[src/rtl/snek_pkg.sv]
// -----------------------------------------------------------------------------
// snek_pkg
// Shared types and constants for the snake movement engine.
//   dir_t         : movement direction (up/right/down/left)
//   moveState_t   : states of the move engine FSM
//   MV_*          : 2-bit movement result codes decoded by the main game FSM
//   DEF_*         : default playfield and body-buffer dimensions
//   oppositeDir() : direction that would reverse the snake onto itself
// -----------------------------------------------------------------------------
package snek_pkg;

  typedef enum logic [1:0] {
    DIR_UP    = 2'b00,
    DIR_RIGHT = 2'b01,
    DIR_DOWN  = 2'b10,
    DIR_LEFT  = 2'b11
  } dir_t;

  typedef enum logic [2:0] {
    S_IDLE,
    S_INIT,
    S_CALC,
    S_SCAN,
    S_COMMIT,
    S_REPORT,
    S_HOLD
  } moveState_t;

  localparam logic [1:0] MV_BUSY = 2'b00;
  localparam logic [1:0] MV_OK   = 2'b01;
  localparam logic [1:0] MV_EAT  = 2'b10;
  localparam logic [1:0] MV_LOSE = 2'b11;

  localparam int DEF_GRID_W   = 32;
  localparam int DEF_GRID_H   = 24;
  localparam int DEF_MAX_LEN  = 64;
  localparam int DEF_INIT_LEN = 3;

  // The encoding pairs opposites two apart, so flipping bit 1 reverses.
  function automatic dir_t oppositeDir(input dir_t d);
    return dir_t'(d ^ 2'b10);
  endfunction

endpackage

[src/rtl/snake_body_buf.sv]
// -----------------------------------------------------------------------------
// snake_body_buf
// Circular buffer of snake body cells, one (x,y) entry per segment.
// Ports:
//   clk              : clock
//   wrEn             : write strobe
//   wrIdx, wrX, wrY  : write slot and cell coordinates
//   rdIdx            : read slot (combinational read)
//   rdX, rdY         : cell stored at rdIdx
// -----------------------------------------------------------------------------
module snake_body_buf #(
  parameter int MAX_LEN = 64,
  parameter int X_W     = 5,
  parameter int Y_W     = 5,
  parameter int PTR_W   = $clog2(MAX_LEN)
) (
  input  logic             clk,
  input  logic             wrEn,
  input  logic [PTR_W-1:0] wrIdx,
  input  logic [X_W-1:0]   wrX,
  input  logic [Y_W-1:0]   wrY,
  input  logic [PTR_W-1:0] rdIdx,
  output logic [X_W-1:0]   rdX,
  output logic [Y_W-1:0]   rdY
);

  logic [X_W-1:0] memX [MAX_LEN];
  logic [Y_W-1:0] memY [MAX_LEN];

  // NOTE: the storage array has no reset; only slots between the tail and
  // head pointers are ever read, and those are always written first.
  always_ff @(posedge clk) begin
    if (wrEn) begin
      memX[wrIdx] <= wrX;
      memY[wrIdx] <= wrY;
    end
  end

  assign rdX = memX[rdIdx];
  assign rdY = memY[rdIdx];

endmodule

[src/rtl/snake_move_engine.sv]
// -----------------------------------------------------------------------------
// snake_move_engine
// Answers the main game FSM's setup and move requests. Setup lays down the
// initial body; a move advances the head one cell, checks walls, food and
// self-collision, commits the body update and returns a 2-bit result.
// Ports:
//   clk, reset              : clock, synchronous active-high reset
//   setUpGo, moveGo         : level requests from the main FSM
//   dirIn, dirValid         : requested direction and its one-cycle strobe
//   foodX, foodY            : food cell
//   setUpDone               : body initialised, held while setUpGo stays high
//   movementLogic           : 00 busy, 01 moved, 10 ate, 11 lose (one cycle)
//   headX, headY, length    : current head cell and body length
//   tailEraseValid/X/Y      : one-cycle pulse naming the vacated tail cell
// Build option:
//   SNEK_WRAP_EN defined    : the playfield wraps; only self-collision loses
//   SNEK_WRAP_EN undefined  : leaving the playfield loses
// -----------------------------------------------------------------------------
module snake_move_engine
  import snek_pkg::*;
#(
  parameter int GRID_W   = DEF_GRID_W,
  parameter int GRID_H   = DEF_GRID_H,
  parameter int MAX_LEN  = DEF_MAX_LEN,
  parameter int INIT_LEN = DEF_INIT_LEN,
  localparam int X_W     = $clog2(GRID_W),
  localparam int Y_W     = $clog2(GRID_H),
  localparam int LEN_W   = $clog2(MAX_LEN + 1),
  localparam int PTR_W   = $clog2(MAX_LEN)
) (
  input  logic             clk,
  input  logic             reset,
  input  logic             setUpGo,
  input  logic             moveGo,
  input  logic [1:0]       dirIn,
  input  logic             dirValid,
  input  logic [X_W-1:0]   foodX,
  input  logic [Y_W-1:0]   foodY,
  output logic             setUpDone,
  output logic [1:0]       movementLogic,
  output logic [X_W-1:0]   headX,
  output logic [Y_W-1:0]   headY,
  output logic [LEN_W-1:0] length,
  output logic             tailEraseValid,
  output logic [X_W-1:0]   tailEraseX,
  output logic [Y_W-1:0]   tailEraseY
);

  // Initial body runs horizontally, tail on the left, head at the centre.
  localparam int INIT_TAIL_X = GRID_W / 2 - INIT_LEN + 1;

  moveState_t state, nextState;

  dir_t             curDir, pendingDir;
  logic [PTR_W-1:0] headPtr, tailPtr, scanPtr;
  logic [LEN_W-1:0] initCnt, scanLeft;
  logic [X_W-1:0]   nextX;
  logic [Y_W-1:0]   nextY;
  logic             eat;
  logic [1:0]       result;

  // Combinational helpers
  logic [X_W-1:0]   calcX;
  logic [Y_W-1:0]   calcY;
  logic             edgeHit, wallHit, calcEat, segHit, initWr;
  logic [LEN_W-1:0] calcScanCnt;
  logic             wrEn;
  logic [PTR_W-1:0] wrIdx, rdIdx;
  logic [X_W-1:0]   wrX, rdX;
  logic [Y_W-1:0]   wrY, rdY;

  function automatic logic [PTR_W-1:0] ptrInc(input logic [PTR_W-1:0] p);
    return (int'(p) == MAX_LEN - 1) ? '0 : p + 1'b1;
  endfunction

  // Candidate head cell. Coordinates wrap here; whether crossing an edge is
  // fatal is decided separately below.
  // NOTE: every always_comb output gets a default first so no path can
  // leave a variable unassigned and infer a latch.
  always_comb begin
    calcX   = headX;
    calcY   = headY;
    edgeHit = 1'b0;
    unique case (curDir)
      DIR_UP: begin
        edgeHit = (headY == '0);
        calcY   = edgeHit ? Y_W'(GRID_H - 1) : headY - 1'b1;
      end
      DIR_RIGHT: begin
        edgeHit = (headX == X_W'(GRID_W - 1));
        calcX   = edgeHit ? '0 : headX + 1'b1;
      end
      DIR_DOWN: begin
        edgeHit = (headY == Y_W'(GRID_H - 1));
        calcY   = edgeHit ? '0 : headY + 1'b1;
      end
      DIR_LEFT: begin
        edgeHit = (headX == '0);
        calcX   = edgeHit ? X_W'(GRID_W - 1) : headX - 1'b1;
      end
    endcase
  end

`ifdef SNEK_WRAP_EN
  assign wallHit = 1'b0;
`else
  assign wallHit = edgeHit;
`endif

  assign calcEat = (calcX == foodX) && (calcY == foodY);
  // The tail cell is skipped when not eating because it vacates this move.
  assign calcScanCnt = calcEat ? length :
                       (length == '0) ? '0 : length - 1'b1;

  assign initWr = (state == S_INIT) && setUpGo && (initCnt < LEN_W'(INIT_LEN));
  assign segHit = (rdX == nextX) && (rdY == nextY);

  // One read port: walks the body during SCAN, otherwise sits on the tail so
  // COMMIT can report the cell it vacates.
  assign rdIdx = (state == S_SCAN) ? scanPtr : tailPtr;

  always_comb begin
    wrEn  = initWr || (state == S_COMMIT);
    wrIdx = ptrInc(headPtr);
    wrX   = nextX;
    wrY   = nextY;
    if (state == S_INIT) begin
      wrIdx = PTR_W'(initCnt);
      wrX   = X_W'(INIT_TAIL_X) + X_W'(initCnt);
      wrY   = Y_W'(GRID_H / 2);
    end
  end

  snake_body_buf #(
    .MAX_LEN (MAX_LEN),
    .X_W     (X_W),
    .Y_W     (Y_W),
    .PTR_W   (PTR_W)
  ) u_body (
    .clk   (clk),
    .wrEn  (wrEn),
    .wrIdx (wrIdx),
    .wrX   (wrX),
    .wrY   (wrY),
    .rdIdx (rdIdx),
    .rdX   (rdX),
    .rdY   (rdY)
  );

  // ---------------------------------------------------------------------------
  // FSM
  // ---------------------------------------------------------------------------
  // NOTE: clocked state uses non-blocking assignments so every register
  // samples pre-edge values regardless of statement order.
  always_ff @(posedge clk) begin
    if (reset) state <= S_IDLE;
    else       state <= nextState;
  end

  always_comb begin
    nextState     = state;
    movementLogic = MV_BUSY;
    unique case (state)
      S_IDLE: begin
        if (setUpGo)     nextState = S_INIT;
        else if (moveGo) nextState = S_CALC;
      end
      S_INIT: begin
        if (!setUpGo) nextState = S_IDLE;
      end
      S_CALC: begin
        if (!moveGo)                nextState = S_IDLE;
        else if (wallHit)           nextState = S_REPORT;
        else if (calcScanCnt == '0) nextState = S_COMMIT;
        else                        nextState = S_SCAN;
      end
      S_SCAN: begin
        if (!moveGo)                     nextState = S_IDLE;
        else if (segHit)                 nextState = S_REPORT;
        else if (scanLeft == LEN_W'(1))  nextState = S_COMMIT;
      end
      S_COMMIT: nextState = S_REPORT;
      S_REPORT: begin
        movementLogic = result;
        nextState     = S_HOLD;
      end
      S_HOLD: begin
        if (!moveGo) nextState = S_IDLE;
      end
      default: nextState = S_IDLE;
    endcase
  end

  // ---------------------------------------------------------------------------
  // Datapath
  // ---------------------------------------------------------------------------
  always_ff @(posedge clk) begin
    if (reset) begin
      curDir         <= DIR_RIGHT;
      pendingDir     <= DIR_RIGHT;
      headPtr        <= '0;
      tailPtr        <= '0;
      scanPtr        <= '0;
      initCnt        <= '0;
      scanLeft       <= '0;
      nextX          <= '0;
      nextY          <= '0;
      eat            <= 1'b0;
      result         <= MV_BUSY;
      setUpDone      <= 1'b0;
      headX          <= '0;
      headY          <= '0;
      length         <= '0;
      tailEraseValid <= 1'b0;
      tailEraseX     <= '0;
      tailEraseY     <= '0;
    end else begin
      tailEraseValid <= 1'b0;

      // Reversal is judged against the direction actually being travelled.
      if (dirValid && (dir_t'(dirIn) != oppositeDir(curDir)))
        pendingDir <= dir_t'(dirIn);

      unique case (state)
        S_IDLE: begin
          initCnt <= '0;
          if (nextState == S_CALC) curDir <= pendingDir;
        end
        S_INIT: begin
          if (!setUpGo) begin
            setUpDone <= 1'b0;
          end else if (initWr) begin
            initCnt <= initCnt + 1'b1;
            if (initCnt == LEN_W'(INIT_LEN - 1)) begin
              setUpDone  <= 1'b1;
              length     <= LEN_W'(INIT_LEN);
              headX      <= X_W'(GRID_W / 2);
              headY      <= Y_W'(GRID_H / 2);
              tailPtr    <= '0;
              headPtr    <= PTR_W'(INIT_LEN - 1);
              curDir     <= DIR_RIGHT;
              pendingDir <= DIR_RIGHT;
            end
          end
        end
        S_CALC: begin
          nextX    <= calcX;
          nextY    <= calcY;
          eat      <= calcEat;
          scanPtr  <= tailPtr;
          scanLeft <= calcScanCnt;
          if (wallHit) result <= MV_LOSE;
        end
        S_SCAN: begin
          scanPtr  <= ptrInc(scanPtr);
          scanLeft <= scanLeft - 1'b1;
          if (segHit) result <= MV_LOSE;
        end
        S_COMMIT: begin
          headPtr <= ptrInc(headPtr);
          headX   <= nextX;
          headY   <= nextY;
          if (eat && (length < LEN_W'(MAX_LEN))) begin
            length <= length + 1'b1;
            result <= MV_EAT;
          end else begin
            // A full-length snake that eats still advances like a plain move.
            tailPtr        <= ptrInc(tailPtr);
            tailEraseValid <= 1'b1;
            tailEraseX     <= rdX;
            tailEraseY     <= rdY;
            result         <= eat ? MV_EAT : MV_OK;
          end
        end
        default: ;
      endcase
    end
  end

endmodule

[config.mk]
export PLATFORM = sky130hd
export DESIGN_NAME = snake_move_engine
export DESIGN_NICKNAME = d
export VERILOG_FILES = /design/src/rtl/snek_pkg.sv /design/src/rtl/snake_body_buf.sv /design/src/rtl/snake_move_engine.sv
export SDC_FILE = /design/constraint.sdc
export NUM_CORES = 1
export LEC_CHECK = 0
export ABC_AREA = 0
export BUFFER_PORTS_ARGS = -buffer_cell sky130_fd_sc_hd__buf_4
export CAP_MARGIN = 20
export CORE_ASPECT_RATIO = 0.8
export CORE_MARGIN = 2
export CORE_UTILIZATION = 25
export DETAILED_ROUTE_END_ITERATION = 6
export PLACE_DENSITY_LB_ADDON = 0.1
export SYNTH_ARGS = -nofsm -noshare
export SYNTH_HDL_FRONTEND = slang
export SYNTH_HIERARCHICAL = 1
export SYNTH_SLANG_ARGS = --single-unit
[constraint.sdc]
create_clock -name clk -period 9.8 [get_ports clk]
set_input_delay 0.98 -clock clk [delete_from_list [all_inputs] [get_ports clk]]
set_output_delay 0.98 -clock clk [all_outputs]
set_load 0.005 [all_outputs]
Word-level counts from Yosys, hierarchy flattened
Memories as Yosys holds them, arrays and structs flattened.
Index checks and enable logic that the tools add are counted.
Storage, ports and cells
  RAM bits: 640
  logic and storage cells: 172
  register bits after elaboration: 81
  memories kept: 2
  output and inout port bits: 31
Cells by class
  magnitude comparators: 2
  multiplexer cells: 76
  add/subtract/negate cells: 12
  equal/unequal tests: 32
  reduce and logical (&&, ||, !) cells: 26
  bitwise logic cells: 3
Memories
  u_body.memX: depth 64, bits a word 5, rd ports 1, clocked after Yosys merged registers in 0, write ports 1, line snake_body_buf.sv:27  | logic [X_W-1:0] memX [MAX_LEN];
  u_body.memY: depth 64, bits a word 5, rd ports 1, clocked after Yosys merged registers in 0, write ports 1, line snake_body_buf.sv:28  | logic [Y_W-1:0] memY [MAX_LEN];
Operator list (number)
  6-bit two-way mux: 12
  5-bit two-way mux: 12
  7-bit two-way mux: 8
  7-bit case mux with 2 select lines: 3
  5-bit case mux with 2 select lines: 4
  6-bit case mux with 2 select lines: 3
  3-bit two-way mux: 10
  2-bit two-way mux: 14
  3-bit case mux with 7 select lines: 1
  5-bit equality test: 4
  6-bit by 1-bit adder with 6-bit output, second input constant: 3
  6-bit by 1-bit equality test with 1-bit output, second input constant: 3
  5-bit AND reduction: 3
  7-bit by 1-bit adder with 7-bit output, second input constant: 2
  7-bit zero test: 2
  7-bit by 1-bit subtractor with 7-bit output, second input constant: 2
  2-bit inequality test, second input constant: 6
  5-bit by 1-bit adder with 5-bit output, second input constant: 2
  5-bit equality test, second input constant: 2
  5-bit zero test: 2
  5-bit by 1-bit subtractor with 5-bit output, second input constant: 2
  3-bit by 2-bit equality test with 1-bit output, second input constant: 3
  3-bit equality test, second input constant: 3
  3-bit AND reduction: 3
  24 further kinds: 42

Depth between registers and ports, before layout
Gate-level depths: netlist (run 1).
  word-level depth: 14
  gate-level depth with buffers: 21

By module
The synthesis (run 1) kept the hierarchy.
By module, submodules not included
  snake_body_buf: sequential area each 19218.4 um^2, area an instance 24937.7 um^2, cells an instance 1123, instances 1
  snake_move_engine: sequential area each 1621.6 um^2, area an instance 5063.6 um^2, cells an instance 666, instances 1

Worst setup path after synthesis (run 1)
No wires, ideal clock.
  kind: register -> register
  from: register state[0]
  to: memory u_body.memX[0][4], data pin
  cell stages (with the launch flop): 6
  clock period less this slack: 4277 ps
  arrival: 3575 ps
  slack: 5523 ps
  path buffers: 2
  cell sequence: dfxtp_1 > clkbuf_1 > nor2b_1 > nand2b_1 > clkbuf_1 > o21ai_0
Between the ends
  cells in the longest elaborated chain, start to end: 2
Ends and longest elaborated chain
  start: declaration: line snake_move_engine.sv:52  | moveState_t state, nextState;
  start signal: assignment: line snake_move_engine.sv:157  | else state <= nextState;
  3-bit by 1-bit equality test with 1-bit output: line snake_move_engine.sv:127  | if (state == S_INIT) begin
  5-bit two-way mux: line snake_move_engine.sv:127
  net wrX[4]: line snake_move_engine.sv:69  | logic [X_W-1:0] wrX, rdX;
  end: declaration: line snake_body_buf.sv:27
The timed path passes the listed nets, and every way through them passes these cells.

Worst setup path after layout (run 1)
  from: register state[1]
  to: register state[0]
Between the ends
  cells in the longest elaborated chain, start to end: 8
  elaborated cells between the ends (all ways): 16
  classes of those cells: eq/ne: 8; mux: 4; reduce/logical: 2; memory: 2
Ends and longest elaborated chain
  3-bit by 2-bit equality test with 1-bit output: line snake_move_engine.sv:120  | assign rdIdx = (state == S_SCAN) ? scanPtr : tailPtr;
  6-bit two-way mux: line snake_move_engine.sv:120
  net rdIdx[1]: line snake_move_engine.sv:68  | logic [PTR_W-1:0] wrIdx, rdIdx;
  memory read 64 x 5 bit
  net rdX[0]: line snake_move_engine.sv:69
  5-bit equality test: line snake_move_engine.sv:116  | assign segHit = (rdX == nextX) && (rdY == nextY);
  1-bit logical AND: line snake_move_engine.sv:116
  3-bit two-way mux: line snake_move_engine.sv:179  | else if (segHit) nextState = S_REPORT;
  3-bit two-way mux: line snake_move_engine.sv:178  | if (!moveGo) nextState = S_IDLE;
  3-bit case mux with 7 select lines: line snake_move_engine.sv:163  | unique case (state)
The timed path passes the listed nets, and every way through them passes these cells.
A chain may end at the register's enable or synchronous reset.

==> results of run 1 <==
## state kept, by name (all words and copies together), names as in the netlist, 3 cells and up
name and count:
tailEraseX 5, nextX 5, headX 5, nextY 5
u_body/memX 320, scanPtr 6, initCnt 7, state 3
headPtr 6, tailEraseY 5, scanLeft 7, headY 5
length 7, u_body/memY 320, tailPtr 6
## power by group through the flow
stage / logic [mW] / registers [mW] / clock network (mW)
3_5_place_dp: 0.366 / 3.53 / 0
3_3_place_gp: 0.360 / 3.53 / 0
6_report: 0.362 / 3.47 / 2.96
2_1_floorplan: 0.201 / 3.52 / 0
5_1_grt: 0.400 / 3.47 / 3.16
4_1_cts: 0.367 / 3.47 / 3.05
## worst reg2reg max path: stages (launching register included)
cell	delay (ps)
dfxtp_1	570
nor2b_1	470
nand2_1	440
mux2_8	830
buf_12	500
mux4_2	440
mux2i_1	90
a22o_1	300
a2111oi_0	1080
a31o_2	270
xnor2_1	130
nand4_1	130
nor4_1	800
nand2b_1	200
a41oi_1	150
a21oi_1	180
nor2_1	60
a311oi_1	260
## cells in the final DEF (no fill, tap or decap), types with 5 or more instances in the layout
cell and count:
a22oi_1 21, a211oi_1 15, nor3_1 27, nand3b_1 9, nand4_1 5, o21ai_0 32
or3_1 14, bufinv_16 5, a31oi_1 7, a22o_1 6, o22ai_1 18, dfxtp_1 81
nand2b_1 14, clkbuf_1 19, clkbuf_16 82, o211ai_1 10, a31o_2 6, mux2i_1 69
nand3_1 22, ha_1 17, nor2b_1 16, edfxtp_1 640, buf_6 6, nor4_1 9
inv_1 19, nand2_1 86, or2_2 5, nor2_1 173, clkinv_1 16, buf_4 128
clkinv_2 13, mux4_1 8, and2_1 6, a21oi_1 56, xor2_1 17, o221ai_1 6
and3_1 12, a2111oi_0 5, xnor2_1 22, mux4_2 150
## through the flow
stage	hold WS, ps	total power, mW	worst slack (ps)	area [µm²]
4_1_cts	464	6.89	2000	35200
5_1_grt	482	7.03	2480	35200
3_3_place_gp	452	3.89	2160	32500
2_1_floorplan	437	3.72	5520	30000
3_5_place_dp	456	3.90	2100	32600
6_report	461	6.79	2790	35200
## logic make-up (layout without fill, tap and decap cells)
group | Yosys count | count (layout)
DFF | 721 | 721
adders and majority gates | 17 | 17
AOI/OAI and AO/OA | 229 | 229
buffers and inverters | 125 | 304
muxes | 234 | 234
and+or+nand+nor | 424 | 424
xor gates and xnor gates | 39 | 39
other | 0 | 1
## final timing paths
kind	startpoint	slack [ps]	endpoint
max	state[1]	2790	state[0]
min	tailEraseY[2]	460	tailEraseY[2]
max reg2reg	state[1]	2790	state[0]
min reg2reg	tailEraseY[2]	460	tailEraseY[2]
## layout make-up
cell class                      count  area [µm²]
Timing Repair Buffer              139        1140
Multi-Input combinational cell    943        8600
Sequential cell                   721       20800
Fill cell                       11800       83700
Clock inverter                     42         393
Antenna cell                        1        2.50
Clock buffer                      104        2150
Tap cell                         1610        2010
Inverter                           19        71.3
## layer usage
layer  vias up  track usage, %  part of all wire, %
li1       7355               -                    -
met1      8781            21.8                   48
met2       335            22.9                   45
met3       107            2.93                  4.7
met4         0            3.27                  1.8
met5         -               0                    0
==> summary.md, run 1 <==
| Metric | Value |
|---|---|
| Layout cell share with drive strength beyond 1 | between 20% and 30% |
| Initial antenna violation count | 3 |
| Hold Path Class | reg2reg |
| Compound-Gate Fraction of Synth Area | under 10% |
| CTS Buf Count | 80 |
| LEAKAGE | approximately 11 nW |
| Post-synth EDFFs | 640 |
| Setup repair after global routing missed its margin | false |
| Largest family of logic cells by synthesized area | multiplexers |
| # Post-CTS Setup Buffers | 0 |
| Clk slew on worst S/H paths | 60 ps |
| Number of buffers added on ports | 47 |
| Root Driver | clkbuf_16 |
| Clock network power share | between 40% and 50% |
| Hold path cells | 2 |
| Final Critical Period | 7010 ps |
| Fin. Hold Viols | 0 |
| Critical path depth | 17 |
| Slowest CP cell | a2111oi_0 |
| Die W | approximately 400 µm |
| Core Area | around 120,000 µm² |
| Cell with the most instances after synthesis | edfxtp_1 |
| Post-synthesis adder-cell area fraction | less than 1% |
| Largest net degree at the start of global routing | around 90 |
| Row count | 113 |
| CP startpoint kind | register |
| Combinational power share | under 10% |
| Vias | around 17,000 |
| Critical path's top delay family | compound AO/OA/AOI/OAI gates |
| Mapped Area | 30,000 µm² |
| Syn Nets | approximately 1,800 |
| Syn Inst Count | approximately 1,800 |
| Crit Path Category | reg2reg |
| Setup violations, final | 0 |
| Die ar. | roughly 120,000 µm² |
| R2R cell count | 17 |
| Clock sink total | a little over 700 |
| Vias per inst | about 4.6 |
| Area leader, netlist | edfxtp_1 |
| CP Cell Sequence | nor2b_1, nand2_1, mux2_8, buf_12, mux4_2, mux2i_1, a22o_1, a2111oi_0, a31o_2, xnor2_1, nand4_1, nor4_1, nand2b_1, a41oi_1, a21oi_1, nor2_1, a311oi_1 |
| Slew HR | between 10% and 20% |
| Clk buf depth | 3 |
| Inst Count DP | around 3,400 |
| Critical Path Sink Type | register |
| DRC viols | 0 |
| Ys async rst share | 0% |
| Mux cell area share after synthesis | about 15% |
| Pre-antenna DRT Iters | 5 |
| PwrDens | ~190 nW/µm² |
| Syn-to-layout area delta | 17.4% |
| Nets | 1,938 |
| Arr. time, crit path | between 7000 and 8000 ps |
| Seq pwr share | between 50% and 60% |
| Worst Path Buf+Inv | 1 |
| Post-CTS sizing | 0 |
| First-pass GRT wire length | between 100 and 150 mm |
| Simple-Gate Fraction of Synth Area | under 10% |
| CTS Hold Bufs | 0 |
| Top FF cell, synth | edfxtp_1 |
| Fin cells | between 3,000 and 4,000 |
| Sw Ratio | between 20% and 30% |
| Final TNS setup | 0 ps |
| Max rail drop VDD | 0.128 mV |
| DRT iter0 DRCs | 1,357 |
| Sequential-to-total area share from yosys stat | around 70% |
| Period utilisation layout | 71.5% |
| Gp weighted congestion | around 0.77 |
| Yosys warns | 6 |
| Clock Skew | 26.7 ps |
| Max incr delay on CP | about 1100 ps |
| Sw power | around 1.6 mW |
| Avg WL per Cell | about 26 µm |
| Max Fclk | 0.143 GHz |
| XOR/XNOR Fraction of Synth Area | 1.14% |
| Number of global-route vias before repair | about 17,000 |
| Slew Viols, Final | 0 |
| Die H | about 310 µm |
| Gr usage total | between 10% and 20% |
| Htree depth | 3 |
| Main area contributors after synthesis | edfxtp_1 64%, mux4_2 11%, dfxtp_1 5.4%, mux2i_1 2.3%, nor2_1 2.2% |
| Max Cap Viol | 0 |
| Antenna-violating nets left | 0 |
| Outcome | completed |
| # IOs | 48 |
| Worst-path maximum fanout | between 70 and 80 |
| Worst-margin pin slew | 1260 ps |
| CTS tree | built |
| Clock Latency Late Sink | 680 ps |
| Top post-synthesis cells by count | 640 x edfxtp_1, 175 x nor2_1, 150 x mux4_2 |
| Initial Utilization | around a quarter |
| Grt ovf | 0 |
| Final core occ | 29.6% |
| Unique masters post-synth | 80 |
| Hpwl dp | 57.4 mm |
| Pint | roughly 5.2 mW |
| Final wirelength | around 92 mm |
| WP data required | a little over 10,000 ps |
| Synth Area per Inst | 16.8 µm² |
| Post-synth top area share | 64.1% |
| Flops & latches, synth | just over 700 |
(Power assumes the default switching activity.)
==> run 2, diff against run 1 <==
--- a/config.mk
+++ b/config.mk
@@ -5,7 +5,7 @@
 export SDC_FILE = /design/constraint.sdc
 export NUM_CORES = 1
 export LEC_CHECK = 0
-export ABC_AREA = 0
+export ABC_AREA = 1
 export BUFFER_PORTS_ARGS = -buffer_cell sky130_fd_sc_hd__buf_4
 export CAP_MARGIN = 20
 export CORE_ASPECT_RATIO = 0.8
==> constraint.sdc (replaced) <==
create_clock -name clk -period 6.6 [get_ports clk]
set_input_delay 0.66 -clock clk [delete_from_list [all_inputs] [get_ports clk]]
set_output_delay 0.66 -clock clk [all_outputs]
set_load 0.005 [all_outputs]
==> summary.md, run 2 <==
| Metric | Value |
|---|---|
| Layout cell share with drive strength beyond 1 | 8.78% |
| Syn Nets | a little over 3,000 |
| Die W | 399 µm |
| CTS tree | built |
| Mapped Area | around 31,000 µm² |
| Hold path cells | 3 |
| Number of global-route vias before repair | ~22,000 |
| Slowest CP cell | dfxtp_1 |
| Flops & latches, synth | a little over 700 |
| Top FF cell, synth | edfxtp_1 |
| Setup violations, final | 0 |
| CP Cell Sequence | nand2_1, nor2_1, buf_4, clkinv_1, o21bai_4, inv_8, buf_12, nand2_1, nand3_1, nand3_1, nand2_1, nand2_1, nand3_1, nand3_1, nand2_1, xor2_1, nor2_1, nand4_1, nor2_1, o221ai_1, a221oi_1 |
| Worst Min Path Start | dirIn[0] |
| # Post-CTS Setup Buffers | 0 |
| Antenna-violating nets left | 0 |
| Critical Path Sink Type | register |
| Final wirelength | 105 mm |
| Avg WL per Cell | ~22 µm |
| Die ar. | between 100,000 and 150,000 µm² |
| Leading cell types in the layout, fill and taps excluded | 999 x nand2_1, 640 x edfxtp_1, 591 x nand3_1 |
| Worst reg2reg path endpoint | result[0] |
| Worst-margin pin slew | between 1000 and 1500 ps |
| Core Area | roughly 120,000 µm² |
| Arr. time, crit path | roughly 5500 ps |
| Period utilisation layout | roughly 75% |
| Initial Utilization | around a quarter |
| # IOs | 48 |
| Crit Path Category | reg2reg |
| Fin. Hold Viols | 0 |
| DRC viols | 0 |
| Sequential-to-total area share from yosys stat | approximately 67% |
| Cell mode on critical path | nand2_1 |
| Gr usage total | between 15 and 20% |
| Ant. Diodes | 0 |
| DRT iter0 DRCs | between 1,500 and 2,000 |
| Commonest non-fill, non-tap cell in the layout | nand2_1 |
| Outcome | completed |
| Syn-to-layout area delta | 15.4% |
| LEAKAGE | ~13 nW |
| Clock sink total | approximately 720 |
| Clk buf depth | 3 |
| Synth Area per Inst | 10.4 µm² |
| Final TNS setup | 0 ps |
| Number of buffers added on ports | 47 |
| Worst Path Buf+Inv | 4 |
| Post-synth top area share | 61.5% |
| First-pass GRT wire length | around 150 mm |
| Die H | between 300 and 400 µm |
| Register area | between 20,000 and 25,000 µm² |
| Clk slew on worst S/H paths | ~60 ps |
| Post-synth EDFFs | between 600 and 700 |
| Hold EP | pendingDir[0] |
| Max incr delay on CP | 440 ps |
| Ys async rst share | 0% |
| Vias per inst | 4.70 |
| R2R cell count | 21 |
| CTS Hold Bufs | 0 |
| Grt ovf | 0 |
| Main area contributors after synthesis | edfxtp_1 62%, nand2_1 12%, nand3_1 9.5%, dfxtp_1 5.2%, nor2_1 2.0% |
| Hold Path Class | in2reg |
| Critical path's top delay family | simple AND/OR/NAND/NOR gates |
| Largest net degree at the start of global routing | between 100 and 150 |
| Pre-antenna DRT Iters | 6 |
| Post-CTS sizing | 0 |
| Fin cells | roughly 4,700 |
| Worst-path maximum fanout | 90 |
| Syn Inst Count | 2,999 |
| Gp weighted congestion | ~0.81 |
| Max Cap Viol | 0 |
| R2R setup slack | around 1700 ps |
| Row count | between 100 and 150 |
| Max rail drop VDD | roughly 0.17 mV |
| Htree depth | 3 |
| Max Fclk | 0.202 GHz |
| CP startpoint kind | register |
| Hpwl dp | roughly 65 mm |
| WP data required | roughly 7200 ps |
| CTS Buf Count | 80 |
| Nets | 3,077 |
| Area leader, netlist | edfxtp_1 |
| Multi-input logic area | 9050 µm² |
| Cell with the most instances after synthesis | nand2_1 |
| PwrDens | between 200 and 300 nW/µm² |
| Initial antenna violation count | 2 |
| Largest regs | u_body/memX (320), u_body/memY (320) |
| Clock Skew | approximately 20 ps |
| Slew Viols, Final | 0 |
| Clock Latency Late Sink | 660 ps |
| R2R Path Start | state[0] |
| Critical path depth | 21 |
| Top post-synthesis cells by count | 999 x nand2_1, 640 x edfxtp_1, 591 x nand3_1 |
| Yosys warns | 6 |
| Unique masters post-synth | 48 |
| Slew HR | about a fifth |
| Setup repair after global routing missed its margin | false |
| Fillers | between 10,000 and 15,000 |
| Root Driver | clkbuf_16 |
| Vias | roughly 22,000 |
| Final core occ | 29.2% |
| Final Critical Period | about 4900 ps |
| Inst Count DP | roughly 4,600 |
[run 2: cell types whose count changed in the layout (fill, tap and decap cells not counted), moves of 14 or more]
| cell | before | now |
|---|---|---|
| or3_1 | 14 | 0 |
| nor2b_1 | 16 | 0 |
| mux4_2 | 150 | 0 |
| nand2b_1 | 14 | 0 |
| a22oi_1 | 21 | 0 |
| inv_1 | 19 | 108 |
| buf_4 | 128 | 100 |
| nand3_1 | 22 | 591 |
| nor3_1 | 27 | 13 |
| o21ai_0 | 32 | 51 |
| nand2_1 | 86 | 999 |
| mux2i_1 | 69 | 0 |
| nor2_1 | 173 | 157 |
| xnor2_1 | 22 | 7 |
[run 2: layout make-up]
type                            instances  share of cell area (%)
Clock buffer                          112                    6.24
Timing Repair Buffer                  124                    2.97
Multi-Input combinational cell       1994                    25.1
Clock inverter                         36                   0.837
Sequential cell                       721                    57.8
Inverter                              122                    1.30
Tap cell                             1638                    5.69
[run 2: logic make-up after synthesis]
family                   count (synthesis)  synth area share [%]
AO/OA/AOI/OAI                          149                  2.71
XOR/XNOR                                17                 0.477
adder cells (fa/ha/maj)                 17                 0.681
buffers and inverters                  284                  4.70
flip-flops                             721                  66.7
AND/OR/NAND/NOR                       1811                  24.7
[run 2: worst max-delay path by stage]
stage	to	start	slack, ps
CTS	result[0]	state[0]	1710
floorplan	u_body/memX[0][2]	state[2]	2160
global route	result[1]	state[0]	1330
global placement	result[1]	state[0]	1720
detailed placement	result[0]	state[0]	1750
finish	result[0]	state[0]	1660
[run 2: power breakdown]
part,internal (mW),leakage (nW),switching (mW),total (mW)
registers,5.12,6.52,0.0482,5.17
clock network,2.57,1.25,1.86,4.43
logic,0.199,5.32,0.710,0.909
total,7.89,13.1,2.62,10.5
[run 2: worst min-delay path, stage by stage]
cell,delay [ps]
buf_4,120
inv_1,50
o211ai_1,80
[run 2: stage by stage]
stage | hold slack [ps] | setup WS [ps] | instance area (µm²) | power [mW]
5_1_grt | 317 | 1330 | 36000 | 10.9
3_5_place_dp | 455 | 1750 | 33400 | 6.19
3_3_place_gp | 443 | 1720 | 33100 | 6.19
2_1_floorplan | 424 | 2160 | 31200 | 5.80
6_report | 315 | 1660 | 36000 | 10.5
4_1_cts | 271 | 1710 | 35900 | 10.7
[run 2: layer usage]
layer / wire length, µm / share of wire (%) / vias up / GRT usage (%)
li1: - / - / 10400 / -
met1: 53400 / 51 / 11200 / 25.0
met2: 44400 / 42 / 571 / 23.6
met3: 5480 / 5.2 / 119 / 3.04
met4: 1890 / 1.8 / 0 / 3.43
met5: 0 / 0 / - / 0
